**src/rtl/instrumented_adder_meas.sv**
```systemverilog
// Measurement controller for instrumented adder cores: drives operands, gates one ring oscillator
// for a programmed window and counts its edges. Define INSTR_ADDER_CHECK_EN to build the sum checker.
module instrumented_adder_meas #(
   parameter int  WIDTH    = 32,
   parameter int  CHANNELS = 4,
   parameter int  CNT_W    = 24,
   parameter int  WIN_W    = 16,
   parameter int  SETTLE   = 4,
   localparam int SEL_W    = (CHANNELS > 1) ? $clog2(CHANNELS) : 1
) (
   input  logic                      wb_clk_i,
   input  logic                      wb_rst_i,
   input  logic                      start_i,
   input  logic [SEL_W-1:0]          chan_sel_i,
   input  logic [WIDTH-1:0]          a_i,
   input  logic [WIDTH-1:0]          b_i,
   input  logic [WIN_W-1:0]          window_i,
   output logic [WIDTH-1:0]          a_o,
   output logic [WIDTH-1:0]          b_o,
   output logic [CHANNELS-1:0]       ring_en_o,
   input  logic [CHANNELS-1:0]       ring_i,
   input  logic [CHANNELS*WIDTH-1:0] sum_i,
   output logic                      busy_o,
   output logic                      done_o,
   output logic [CNT_W-1:0]          count_o,
   output logic [WIDTH-1:0]          sum_o,
   output logic                      bad_chan_o,
   output logic                      error_o
);

   localparam int SET_W  = $clog2(SETTLE + 1);
   localparam int TMR_W0 = (WIN_W > SET_W) ? WIN_W : SET_W;
   localparam int TMR_W  = (TMR_W0 > 2) ? TMR_W0 : 2;
   localparam logic [TMR_W-1:0] TMR_ZERO  = {TMR_W{1'b0}};
   localparam logic [TMR_W-1:0] TMR_ONE   = TMR_W'(1);
   localparam logic [TMR_W-1:0] SETTLE_LD = TMR_W'(SETTLE - 1);
   localparam logic [TMR_W-1:0] DRAIN_LD  = TMR_W'(2);
   localparam logic [CNT_W-1:0] CNT_MAX   = {CNT_W{1'b1}};
   localparam logic [CNT_W-1:0] CNT_ONE   = CNT_W'(1);

   typedef enum logic [2:0] {
      ST_IDLE    = 3'd0,
      ST_LOAD    = 3'd1,
      ST_RUN     = 3'd2,
      ST_DRAIN   = 3'd3,
      ST_CAPTURE = 3'd4
   } state_t;

   state_t              state_r;
   state_t              state_nxt_s;
   logic [TMR_W-1:0]    tmr_r;
   logic [TMR_W-1:0]    tmr_nxt_s;
   logic [WIDTH-1:0]    a_r;
   logic [WIDTH-1:0]    b_r;
   logic [SEL_W-1:0]    sel_r;
   logic [WIN_W-1:0]    win_r;
   logic [CHANNELS-1:0] onehot_s;
   logic                sel_ok_s;
   logic                tap_s;
   logic [WIDTH-1:0]    sum_sel_s;
   logic                sync1_r;
   logic                sync2_r;
   logic                prev_r;
   logic                edge_s;
   logic                count_win_s;
   logic                start_acc_s;
   logic                capture_s;
   logic [CNT_W-1:0]    cnt_r;
   logic [CHANNELS-1:0] ring_en_r;
   logic                busy_r;
   logic                done_r;
   logic [CNT_W-1:0]    count_r;
   logic [WIDTH-1:0]    sum_r;
   logic                bad_r;

   assign start_acc_s = (state_r == ST_IDLE) && start_i;
   assign capture_s   = (state_r == ST_CAPTURE);
   assign count_win_s = (state_r == ST_RUN) || (state_r == ST_DRAIN);
   assign sel_ok_s    = |onehot_s;
   assign edge_s      = sync2_r & ~prev_r;

   // Channel decode: one-hot enable, oscillator tap and sum slice of the latched channel
   always_comb begin
      onehot_s  = {CHANNELS{1'b0}};
      tap_s     = 1'b0;
      sum_sel_s = {WIDTH{1'b0}};
      for (int n = 0; n < CHANNELS; n++) begin
         onehot_s[n] = (sel_r == SEL_W'(n));
         tap_s       = (sel_r == SEL_W'(n)) ? ring_i[n] : tap_s;
         sum_sel_s   = (sel_r == SEL_W'(n)) ? sum_i[n*WIDTH +: WIDTH] : sum_sel_s;
      end
   end

   // Next-state and phase timer; timer is loaded with (length-1) and the phase ends at zero
   always_comb begin
      state_nxt_s = state_r;
      tmr_nxt_s   = tmr_r;
      case (state_r)
         ST_IDLE: begin
            if (start_i) begin
               state_nxt_s = ST_LOAD;
               tmr_nxt_s   = SETTLE_LD;
            end else begin
               state_nxt_s = ST_IDLE;
            end
         end
         ST_LOAD: begin
            if (!sel_ok_s) begin
               state_nxt_s = ST_CAPTURE;
            end else if (tmr_r != TMR_ZERO) begin
               tmr_nxt_s = tmr_r - TMR_ONE;
            end else if (win_r == {WIN_W{1'b0}}) begin
               state_nxt_s = ST_DRAIN;
               tmr_nxt_s   = DRAIN_LD;
            end else begin
               state_nxt_s = ST_RUN;
               tmr_nxt_s   = TMR_W'(win_r) - TMR_ONE;
            end
         end
         ST_RUN: begin
            if (tmr_r != TMR_ZERO) begin
               tmr_nxt_s = tmr_r - TMR_ONE;
            end else begin
               state_nxt_s = ST_DRAIN;
               tmr_nxt_s   = DRAIN_LD;
            end
         end
         ST_DRAIN: begin
            if (tmr_r != TMR_ZERO) begin
               tmr_nxt_s = tmr_r - TMR_ONE;
            end else begin
               state_nxt_s = ST_CAPTURE;
            end
         end
         ST_CAPTURE: begin
            state_nxt_s = ST_IDLE;
            tmr_nxt_s   = TMR_ZERO;
         end
         default: begin
            state_nxt_s = ST_IDLE;
            tmr_nxt_s   = TMR_ZERO;
         end
      endcase
   end

   // State and timer registers
   always_ff @(posedge wb_clk_i or posedge wb_rst_i) begin
      if (wb_rst_i) begin
         state_r <= ST_IDLE;
         tmr_r   <= TMR_ZERO;
      end else begin
         state_r <= state_nxt_s;
         tmr_r   <= tmr_nxt_s;
      end
   end

   // Request latches; operands stay on a_o/b_o until the next accepted start
   always_ff @(posedge wb_clk_i or posedge wb_rst_i) begin
      if (wb_rst_i) begin
         a_r   <= {WIDTH{1'b0}};
         b_r   <= {WIDTH{1'b0}};
         sel_r <= {SEL_W{1'b0}};
         win_r <= {WIN_W{1'b0}};
      end else if (start_acc_s) begin
         a_r   <= a_i;
         b_r   <= b_i;
         sel_r <= chan_sel_i;
         win_r <= window_i;
      end else begin
         a_r   <= a_r;
         b_r   <= b_r;
         sel_r <= sel_r;
         win_r <= win_r;
      end
   end

   // Two-flop synchroniser on the selected tap plus a history flop for rising-edge detection
   always_ff @(posedge wb_clk_i or posedge wb_rst_i) begin
      if (wb_rst_i) begin
         sync1_r <= 1'b0;
         sync2_r <= 1'b0;
         prev_r  <= 1'b0;
      end else begin
         sync1_r <= tap_s;
         sync2_r <= sync1_r;
         prev_r  <= sync2_r;
      end
   end

   // Saturating edge counter, live in RUN and DRAIN only
   always_ff @(posedge wb_clk_i or posedge wb_rst_i) begin
      if (wb_rst_i) begin
         cnt_r <= {CNT_W{1'b0}};
      end else if (start_acc_s) begin
         cnt_r <= {CNT_W{1'b0}};
      end else if (count_win_s && edge_s && (cnt_r != CNT_MAX)) begin
         cnt_r <= cnt_r + CNT_ONE;
      end else begin
         cnt_r <= cnt_r;
      end
   end

   // Registered outputs, decoded from the next state so they align with the state itself
   always_ff @(posedge wb_clk_i or posedge wb_rst_i) begin
      if (wb_rst_i) begin
         ring_en_r <= {CHANNELS{1'b0}};
         busy_r    <= 1'b0;
         done_r    <= 1'b0;
      end else begin
         ring_en_r <= (state_nxt_s == ST_RUN) ? onehot_s : {CHANNELS{1'b0}};
         busy_r    <= (state_nxt_s != ST_IDLE);
         done_r    <= capture_s;
      end
   end

   // Result registers, held until the next measurement captures
   always_ff @(posedge wb_clk_i or posedge wb_rst_i) begin
      if (wb_rst_i) begin
         count_r <= {CNT_W{1'b0}};
         sum_r   <= {WIDTH{1'b0}};
         bad_r   <= 1'b0;
      end else if (start_acc_s) begin
         count_r <= count_r;
         sum_r   <= sum_r;
         bad_r   <= 1'b0;
      end else if (capture_s) begin
         count_r <= cnt_r;
         sum_r   <= sum_sel_s;
         bad_r   <= ~sel_ok_s;
      end else begin
         count_r <= count_r;
         sum_r   <= sum_r;
         bad_r   <= bad_r;
      end
   end

`ifdef INSTR_ADDER_CHECK_EN
   function automatic logic sum_mismatch(input logic [WIDTH-1:0] a,
                                         input logic [WIDTH-1:0] b,
                                         input logic [WIDTH-1:0] s);
      logic [WIDTH-1:0] ref_sum;
      ref_sum = a + b;
      return (ref_sum != s);
   endfunction

   logic error_r;

   // Sum checker: flags a core whose result differs from the modular sum
   always_ff @(posedge wb_clk_i or posedge wb_rst_i) begin
      if (wb_rst_i) begin
         error_r <= 1'b0;
      end else if (start_acc_s) begin
         error_r <= 1'b0;
      end else if (capture_s) begin
         error_r <= sel_ok_s & sum_mismatch(a_r, b_r, sum_sel_s);
      end else begin
         error_r <= error_r;
      end
   end

   assign error_o = error_r;
`else
   assign error_o = 1'b0;
`endif

   assign a_o        = a_r;
   assign b_o        = b_r;
   assign ring_en_o  = ring_en_r;
   assign busy_o     = busy_r;
   assign done_o     = done_r;
   assign count_o    = count_r;
   assign sum_o      = sum_r;
   assign bad_chan_o = bad_r;

endmodule

```
**config.mk**
```make
export PLATFORM = sky130hd
export DESIGN_NAME = instrumented_adder_meas
export DESIGN_NICKNAME = d
export VERILOG_FILES = /design/src/rtl/instrumented_adder_meas.sv
export SDC_FILE = /design/constraint.sdc
export NUM_CORES = 1
export LEC_CHECK = 0
export CAP_MARGIN = 30
export CORE_MARGIN = 2
export CORE_UTILIZATION = 40
export CTS_BUF_LIST = sky130_fd_sc_hd__clkbuf_4 sky130_fd_sc_hd__clkbuf_8 sky130_fd_sc_hd__clkbuf_16
export DETAILED_ROUTE_END_ITERATION = 12
export PLACE_DENSITY = 0.76
export SYNTH_ARGS = -nofsm -noshare
export SYNTH_HDL_FRONTEND = slang
export SYNTH_SLANG_ARGS = --single-unit
```
**constraint.sdc**
```tcl
create_clock -name wb_clk_i -period 5.85 [get_ports wb_clk_i]
set_input_delay 1.17 -clock wb_clk_i [delete_from_list [all_inputs] [get_ports wb_clk_i]]
set_output_delay 1.17 -clock wb_clk_i [all_outputs]
set_load 0.02 [all_outputs]
```
Word level (Yosys, flattened, before mapping). Cells that the tools add are included.

Output and inout bits: 128. Logic and storage cells: 76. Flip-flop bits (word level): 191. Bits of input ports: 217.

Bitwise gates (word level): 4. Reductions and logical operators: 14. Equality and inequality tests: 12. $add $sub $neg: 3. Muxes and demuxes: 27.

Operator list (count): 32-bit two-way mux (4); 16-bit two-way mux (6); 16-bit case mux with 4 select lines (1); 24-bit two-way mux (2); 16-bit by 1-bit subtractor with 16-bit output, second input constant (2); 24-bit by 1-bit adder with 24-bit output, second input constant (1); 24-bit != test, second input constant (1); 16-bit zero test (1); 16-bit nonzero test (1); 3-bit two-way mux (4); 3-bit case mux with 4 select lines (1); 3-bit by 2-bit equality test with 1-bit output, second input constant (3); 1-bit two-way mux (8); 2-bit equality test, second input constant (2); 4-bit two-way mux (1); 2-bit != test, second input constant (2); 2-bit nonzero test (2); 4-bit OR reduction (1); 3-bit by 1-bit equality test with 1-bit output, second input constant (1); 3-bit equality test, second input constant (1); 1-bit logical AND (3); 3-bit zero test (1); 1-bit inverter (3); 3-bit AND reduction (1); 7 further kinds (7).

Logic depth before layout (Yosys ltp). Gate-level depths: netlist of run 1.

Word-level depth: 7. Depth in mapped cells: 8. Mapped depth without buffers: 7.

Worst setup path after synthesis of run 1. No wires, ideal clock.

Path kind: input to register. Start point: input start_i. End point: register cnt_r[0]. Required time: 5718 ps. Data arrival time: 2194 ps. Path slack: 3524 ps. Cell stages on the path: 4. Buffers on the path: 2. Setup time: 132 ps. Cells stage by stage: nor4b_1 clkbuf_1 clkbuf_1 nor2_1.

Cells in the longest elaborated chain, start to end: 2. Elaborated cells on any way between the ends: 3. Those cells by class: mux (1); reduce/logical (2).

Ends and longest elaborated chain: from (decl) (RTL line 13) `input logic start_i,`; 1-bit logical AND (*) (RTL line 76) `assign start_acc_s = (state_r == ST_IDLE) && start_i;`; 24-bit two-way mux / 2-bit nonzero test (equally long branches); to (signal assigned) (RTL line 193) `cnt_r <= {CNT_W{1'b0}};`; to (signal assigned) (RTL line 195) `cnt_r <= {CNT_W{1'b0}};`; to (signal assigned) (RTL line 197) `cnt_r <= cnt_r + CNT_ONE;`; to (decl) (RTL line 68) `logic [CNT_W-1:0] cnt_r;`.

Mark *: on every way between the ends. The rest lies on a longest branch, timed or not. A chain may end at the register's enable or synchronous reset.

Worst setup path after layout of run 1.
Start point: input start_i. End point: register b_r[1] (netlist: b_o[1]).

Cells in the longest elaborated chain, start to end: 1.

Ends and longest elaborated chain: 1-bit logical AND (RTL line 76); to (signal assigned) (RTL line 161) `b_r <= {WIDTH{1'b0}};`; to (signal assigned) (RTL line 166) `b_r <= b_i;`; to (signal assigned) (RTL line 171) `b_r <= b_r;`; to (decl) (RTL line 54) `logic [WIDTH-1:0] b_r;`.

No other way between the ends.

==> impl_metrics.tcl, run 1 <==
set metrics [dict create \
    synth-warning-count 0 \
    final-setup-viol-count 0 \
    dpl_cell_area_um2 12900 \
    yosysMostFrequentCell "nand2_1" \
    drtIter0Drc 560 \
    syn_area_um2 9240 \
    die_w_um 156 \
    skew_ps 18.0 \
    coreArea_um2 22600 \
    hold_violations 0 \
    powerDensity_nw_per_um2 221 \
    num_vias 7892 \
    grt_max_degree 127 \
    drt_wl_total_um 28600 \
    clock_tree.root_cell "clkbuf_16" \
    antenna_found_initial 2 \
    synth_cells 873 \
    worstPathArrival_ps 3350 \
    ys_types 61 \
    ys.flop_type "dfrtp_1" \
    avgSynthCellArea_um2 10.6 \
    initial_utilization 0.408 \
    max-slew-margin-rel 0.220 \
    period_minus_slack_ps 2980 \
    area_delta_synth_final_pct 46.8 \
    synth_seq_cells 191 \
    critPathLaunchType "input port" \
    grt-ovfl-total 0 \
    synth_edf_count 0 \
    post_cts_buffers 0 \
    cts_buffers 17 \
    synthTopCellsByArea "dfrtp_1 (52%), nand2_1 (11%), mux4_2 (8.0%)" \
    drive_gt1_frac 0.128 \
    cts_tree "done" \
    p_leak_nw 5.97 \
    power.total_w 0.00299 \
    stdcell_area_um2 13600 \
    tightest_slew_ps 1160 \
    firstDrtPassIters 5 \
    dp_hpwl_um 21200 \
    nNetsFinal 1416 \
    critPathMaxFanout 73 \
    rsz0062_at_grt "no" \
    status "completed" \
    first_global_vias 7792 \
    ys_seq_area_frac 0.518 \
    synth_top_cell_by_area "dfrtp_1" \
    ctsResizeCount 0 \
    grt_pass1_wl_um 44100 \
    yosys.area.top_type_share 0.518 \
    rows 55 \
    drc 0 \
    n_antenna_cell 0 \
    die_area_um2 24300 \
    fin_ws_ps 2870 \
    period_share 0.509 \
    io_buffers 343 \
    boundaryPins 345 \
    startpoint "start_i" \
    async_reset_ff_frac 1.00 \
    path_class "in2reg" \
    fmax_ghz 0.336 \
    final_antenna_net_count 0 \
    vias_per_cell 5.29 \
    grt_usage 0.236 \
    ir_drop_uv 168 \
    endpoint_kind "register" \
    ys_top_cells_by_count "nand2_1 (268), dfrtp_1 (191), mux2_2 (57)" \
    crit_required_ps 6220 \
    min_path_type "reg2reg" \
    ctsHoldBuffers 0 \
    reg2reg_from "tmr_r[6]" \
    place_ws_ps 2420 \
    path_clk_slew_ps 80 \
    drv_slew 0 \
    avgRoutedWirePerCell_um 19.1 \
    clock_sinks 191 \
    fill_cells 1880 \
    utilization 0.599 \
    die_y_um 156 \
    clk_latency_ps 430 \
    maxCapViolations 0 \
    cts.path.max_buffers 2 \
    gp_congestion 0.883 \
    hp-start "sync1_r" \
    htree_levels 4 \
    setup_tns_ps 0 \
    syn_nets 1095 \
]
registers in the layout (all words and copies together) (netlist names):
| signal | count |
|---|---|
| a_o | 32 |
| b_o | 32 |
| bad_chan_o | 1 |
| busy_o | 1 |
| cnt_r | 24 |
| count_o | 24 |
| done_o | 1 |
| prev_r | 1 |
| ring_en_o | 4 |
| sel_r | 2 |
| state_r | 3 |
| sum_o | 32 |
| sync1_r | 1 |
| sync2_r | 1 |
| tmr_r | 16 |
| win_r | 16 |
cell type report:
class / count / area, um2 / area share
clock buffer: 17 / 425 / 0.0314
clock inverter: 15 / 216 / 0.0160
inverter: 14 / 56.3 / 0.00415
multi-input combinational: 616 / 4190 / 0.309
sequential: 191 / 4780 / 0.353
tap: 285 / 357 / 0.0263
timing repair buffer: 354 / 3530 / 0.260
final timing paths:
path,to,cells past startpoint,slack (ps)
min in group asynchronous,sum_o[8],2,1270
worst min register to register,sync2_r,0,360
worst max register to register,tmr_r[13],5,2910
worst max-delay path,b_o[1],5,2870
worst min-delay path,sync2_r,0,360
max in group asynchronous,tmr_r[5],3,3440
cell families after synthesis:
family                   synth area share
AO/OA/AOI/OAI                      0.0602
XOR/XNOR                           0.0237
AND/OR/NAND/NOR                     0.204
buffers and inverters              0.0297
flip-flops                          0.518
multiplexers                        0.158
other                            0.000406
adder cells (fa/ha/maj)           0.00677
cells in the final DEF, fill, tap and decap left out, types with 11 or more instances in the layout:
cell / count
a21oi_1: 14
nand3_1: 14
inv_1: 13
mux2_2: 57
dfrtp_1: 190
nor4_1: 11
nor3_1: 18
nand2_1: 268
a211oi_1: 11
mux4_2: 33
clkdlybuf4s50_1: 343
nor2_1: 34
clkbuf_16: 17
xnor2_1: 19
where the power goes:
part,switching (W),leakage [nW],internal [W]
Combinational,0.000141,3.19,0.000227
Sequential,0.0000374,2.47,0.00136
Clock,0.000599,0.310,0.000630
per-layer routing:
metal	GRT usage	routed length, um	up-vias	part of all wire
met5	0	26	-	0.00091
met4	0.0699	633	4	0.022
met3	0.0739	2140	45	0.075
met2	0.369	13800	271	0.48
met1	0.316	12000	3890	0.42
li1	-	-	3682	-
metrics by stage:
| stage | std cells | hold WS (ps) |
|---|---|---|
| final | 1492 | 355 |
| after global routing | 1492 | 370 |
| after CTS | 1492 | 356 |
| after detailed placement | 1460 | 339 |
| after global placement | 1460 | 340 |
| after floorplan | 873 | 331 |
critical path, cell delays in order:
cell	delay (ps)
clkdlybuf4s50_1	480
nand3b_1	670
buf_4	690
nand2_1	150
nand2_1	100
(Power assumes the default switching activity.)
==> run 2: changes to the inputs <==
==> constraint.sdc (replaced) <==
create_clock -name wb_clk_i -period 2.55 [get_ports wb_clk_i]
set_input_delay 0.51 -clock wb_clk_i [delete_from_list [all_inputs] [get_ports wb_clk_i]]
set_output_delay 0.51 -clock wb_clk_i [all_outputs]
set_load 0.02 [all_outputs]
==> impl_metrics.tcl, run 2 (synthesis gave the netlist of run 1 again) <==
set metrics [dict create \
    antenna_found_initial 2 \
    first_global_vias 7976 \
    endpoint_kind "register" \
    use_met2 0.362 \
    r2r-end "tmr_r[4]" \
    skew_ps 16.8 \
    rsz0062_at_grt "no" \
    cts_buffers 17 \
    die_w_um 156 \
    r2r_setup_slack_ps 160 \
    fin_ws_ps 157 \
    crit_required_ps 2920 \
    cts.path.max_buffers 2 \
    gp_congestion 0.877 \
    clk_latency_ps 440 \
    path_clk_slew_ps 70 \
    fmax_ghz 0.418 \
    grt_usage 0.239 \
    final_cell_mix "clkdlybuf4s50_1 (343), nand2_1 (268), dfrtp_1 (190)" \
    busiest_layer "met2" \
    place_ws_ps 55.2 \
    rows 55 \
    drv_slew 0 \
    min_path_type "reg2reg" \
    layout_commonest_cell "clkdlybuf4s50_1" \
    grt_pass1_wl_um 44700 \
    post_cts_buffers 0 \
    tightest_slew_ps 648 \
    powerDensity_nw_per_um2 495 \
    hold_path_end "sync2_r" \
    hold_violations 0 \
    p_leak_nw 6.06 \
    maxCapViolations 0 \
    clock_sinks 191 \
    grt-ovfl-total 0 \
    drive_gt1_frac 0.142 \
    max-slew-margin-rel 0.564 \
    critPathLaunchType "register" \
    area_delta_synth_final_pct 48.7 \
    clock_tree.root_cell "clkbuf_16" \
    reg2reg_from "tmr_r[6]" \
    worstPathArrival_ps 2760 \
    ctsResizeCount 0 \
    ctsHoldBuffers 0 \
    ir_drop_uv 447 \
    die_y_um 156 \
    drtIter0Drc 476 \
    hp-start "sync1_r" \
    htree_levels 4 \
    critPathMaxFanout 10 \
    cts_tree "done" \
    final_antenna_net_count 0 \
    period_share 0.938 \
    drc 0 \
    nNetsFinal 1432 \
    dp_hpwl_um 21800 \
    period_minus_slack_ps 2390 \
    initial_utilization 0.408 \
    path_class "reg2reg" \
    drt_wl_total_um 29200 \
    io_buffers 343 \
    firstDrtPassIters 5 \
    avgRoutedWirePerCell_um 19.4 \
    dpl_cell_area_um2 13100 \
    vias_per_cell 5.31 \
    coreArea_um2 22600 \
    stdcell_area_um2 13700 \
    whs_path_depth 0 \
    n_antenna_cell 0 \
    num_vias 7995 \
    whs_ps 342 \
    utilization 0.607 \
    use_met3 0.0878 \
    r2r_cells 6 \
    boundaryPins 345 \
    grt_max_degree 82 \
    met1_usage 0.315 \
    status "completed" \
    die_area_um2 24300 \
    final-setup-viol-count 0 \
]
[run 2: per-layer routing]
layer | up-vias | wire [um]
met5 | - | 31
met4 | 4 | 1070
met3 | 57 | 2370
met2 | 261 | 13500
met1 | 3950 | 12200
li1 | 3723 | -
[run 2: how the worst max path moves through the flow]
stage                         from  endpoint  slack [ps]  cells after the start
after floorplan           wb_rst_i    a_o[0]        -420                      1
final                     tmr_r[6]  tmr_r[4]         160                      6
after global placement    tmr_r[6]  tmr_r[9]          80                      6
after CTS                 tmr_r[6]  tmr_r[9]          30                      6
after detailed placement  tmr_r[6]  tmr_r[9]          60                      6
after global routing      win_r[0]  tmr_r[5]          40                      8
[run 2: per-stage QoR]
step / total power, W / cells / setup TNS [ps]
after floorplan: 0.00356 / 873 / -80690
after global placement: 0.00410 / 1476 / 0
after detailed placement: 0.00412 / 1476 / 0
after CTS: 0.00687 / 1507 / 0
after global routing: 0.00705 / 1507 / 0
final: 0.00679 / 1507 / 0
[run 2: where the power goes]
part           internal, W  switching [W]
registers          0.00311      0.0000735
logic             0.000531       0.000340
clock network      0.00141        0.00133
[run 2: worst max-delay path, stage by stage (launching register included)]
cell	delay [ps]
dfrtp_1	440
or3_1	510
or4b_4	650
nor3_4	260
buf_4	220
a211o_1	130
a211o_1	120
[run 2: cell type report]
cell class	count	area, um2
inverters	14	56.3
fillers	1842	8910
well taps	285	357
clock inverters	14	174
repair buffers	370	3740
multi-input cells	616	4200
clock buffers	17	425
flip-flops and latches	191	4780
==> run 3: changes to the inputs <==
--- a/config.mk
+++ b/config.mk
@@ -5,8 +5,9 @@
 export SDC_FILE = /design/constraint.sdc
 export NUM_CORES = 1
 export LEC_CHECK = 0
+export ABC_CLOCK_PERIOD_IN_PS = 2550
 export CAP_MARGIN = 30
-export CORE_MARGIN = 2
+export CORE_ASPECT_RATIO = 0.75
 export CORE_UTILIZATION = 40
 export CTS_BUF_LIST = sky130_fd_sc_hd__clkbuf_4 sky130_fd_sc_hd__clkbuf_8 sky130_fd_sc_hd__clkbuf_16
 export DETAILED_ROUTE_END_ITERATION = 12
==> impl_metrics.tcl, run 3 (synthesis gave the netlist of run 1 again) <==
set metrics [dict create \
    grt_pass1_wl_um 45800 \
    drv_slew 0 \
    clock_sinks 191 \
    clock_tree.root_cell "clkbuf_16" \
    antenna_found_initial 4 \
    fmax_ghz 0.412 \
    die_w_um 177 \
    seqCellArea_um2 4780 \
    ir_drop_uv 615 \
    max-slew-margin-rel 0.594 \
    cts_buffers 17 \
    io_buffers 343 \
    drt_wl_total_um 29600 \
    route.met3.wl_um 3380 \
    clk_latency_ps 440 \
    cts.path.max_buffers 2 \
    worstPathArrival_ps 2750 \
    coreArea_um2 22300 \
    setup_tns_ps 0 \
    path_clk_slew_ps 70 \
    final_antenna_net_count 0 \
    cts_tree "done" \
    drtIter0Drc 604 \
    post_cts_buffers 0 \
    ctsHoldBuffers 0 \
    seq_power_share 0.452 \
    endpoint_kind "register" \
    r2r_cells 7 \
    period_minus_slack_ps 2430 \
    drc 0 \
    startpoint "tmr_r[13]" \
    fill_cells 1819 \
    grt_max_degree 84 \
    grt_usage 0.256 \
    htree_levels 4 \
    area_delta_synth_final_pct 50.5 \
    period_share 0.951 \
    ctsResizeCount 0 \
    crit_required_ps 2870 \
    p_sw_w 0.00165 \
    top_layer "met5" \
    reg2reg_from "tmr_r[13]" \
    final-setup-viol-count 0 \
    critPathMaxFanout 9 \
    place_inst 1494 \
    swShare 0.234 \
    die_area_um2 23700 \
    layout_commonest_cell "clkdlybuf4s50_1" \
    status "completed" \
    final_cell_mix "clkdlybuf4s50_1 (343), nand2_1 (268), dfrtp_1 (190)" \
    avgRoutedWirePerCell_um 19.4 \
    intPower_w 0.00541 \
    r2r-end "tmr_r[14]" \
    firstDrtPassIters 5 \
    grt-ovfl-total 0 \
    utilization 0.622 \
    rows 47 \
    combPwrFrac 0.126 \
    die_y_um 134 \
    vias_per_cell 5.25 \
    power.total_w 0.00706 \
    num_vias 8033 \
    min_path_type "reg2reg" \
    gp_congestion 0.911 \
    critPathLaunchType "register" \
    p_leak_nw 6.15 \
    skew_ps 12.1 \
    boundaryPins 345 \
    r2r_setup_slack_ps 120 \
    critPathCapture "tmr_r[14]" \
    tightest_slew_ps 608 \
    hold_violations 0 \
    wl_met2_um 13200 \
    initial_utilization 0.413 \
    whs_ps 350 \
    wl_met1_um 12400 \
    dp_hpwl_um 22400 \
    path_class "reg2reg" \
    multi_input_area_um2 4200 \
    clkPwrFrac 0.422 \
    maxCapViolations 0 \
    first_global_vias 8199 \
    rsz0062_at_grt "no" \
    finalNonFillerCells 1529 \
    nNetsFinal 1441 \
    drive_gt1_frac 0.149 \
    powerDensity_nw_per_um2 508 \
]
-- run 3: cell type report --
cell class                 instances  share of cell area
clock buffer                      21              0.0346
sequential                       191               0.344
tap                              294              0.0265
clock inverter                    11              0.0125
antenna                            3            0.000540
timing repair buffer             379               0.276
inverter                          14             0.00405
multi-input combinational        616               0.302
-- run 3: through the flow --
| stage | setup slack (ps) | instance area, um2 |
|---|---|---|
| 2_1_floorplan | -422 | 9240 |
| 3_3_place_gp | 139 | 13200 |
| 3_5_place_dp | 77.2 | 13200 |
| 4_1_cts | 54.6 | 13900 |
| 5_1_grt | 25.5 | 13900 |
| 6_report | 124 | 13900 |
-- run 3: worst min-delay path by stage --
stage             from  endpoint  slack, ps  cells after the start
6_report       sync1_r   sync2_r        350                      0
5_1_grt        sync1_r   sync2_r        350                      0
4_1_cts        sync1_r   sync2_r        350                      0
3_5_place_dp   sync1_r   sync2_r        340                      0
3_3_place_gp   sync1_r   sync2_r        340                      0
2_1_floorplan  sync1_r   sync2_r        330                      0
-- run 3: metal layers --
| metal | GRT usage | up-vias |
|---|---|---|
| li1 | - | 3744 |
| met5 | 0 | - |
| met2 | 0.367 | 321 |
| met1 | 0.337 | 3912 |
| met4 | 0.0850 | 4 |
| met3 | 0.124 | 52 |
-- run 3: power groups by stage --
| stage | Clock [W] | Combinational [W] | Sequential (W) |
|---|---|---|---|
| final | 0.00298 | 0.000890 | 0.00319 |
| after global routing | 0.00314 | 0.000952 | 0.00320 |
| after CTS | 0.00303 | 0.000891 | 0.00319 |
| after detailed placement | 0 | 0.000886 | 0.00325 |
| after global placement | 0 | 0.000872 | 0.00324 |
| after floorplan | 0 | 0.000267 | 0.00330 |
-- run 3: critical path: stages (launching register included) --
cell	delay (ps)
dfrtp_1	400
nor4_1	470
buf_4	210
nor4b_4	330
buf_4	230
a21o_1	330
a21oi_1	70
a211o_1	270
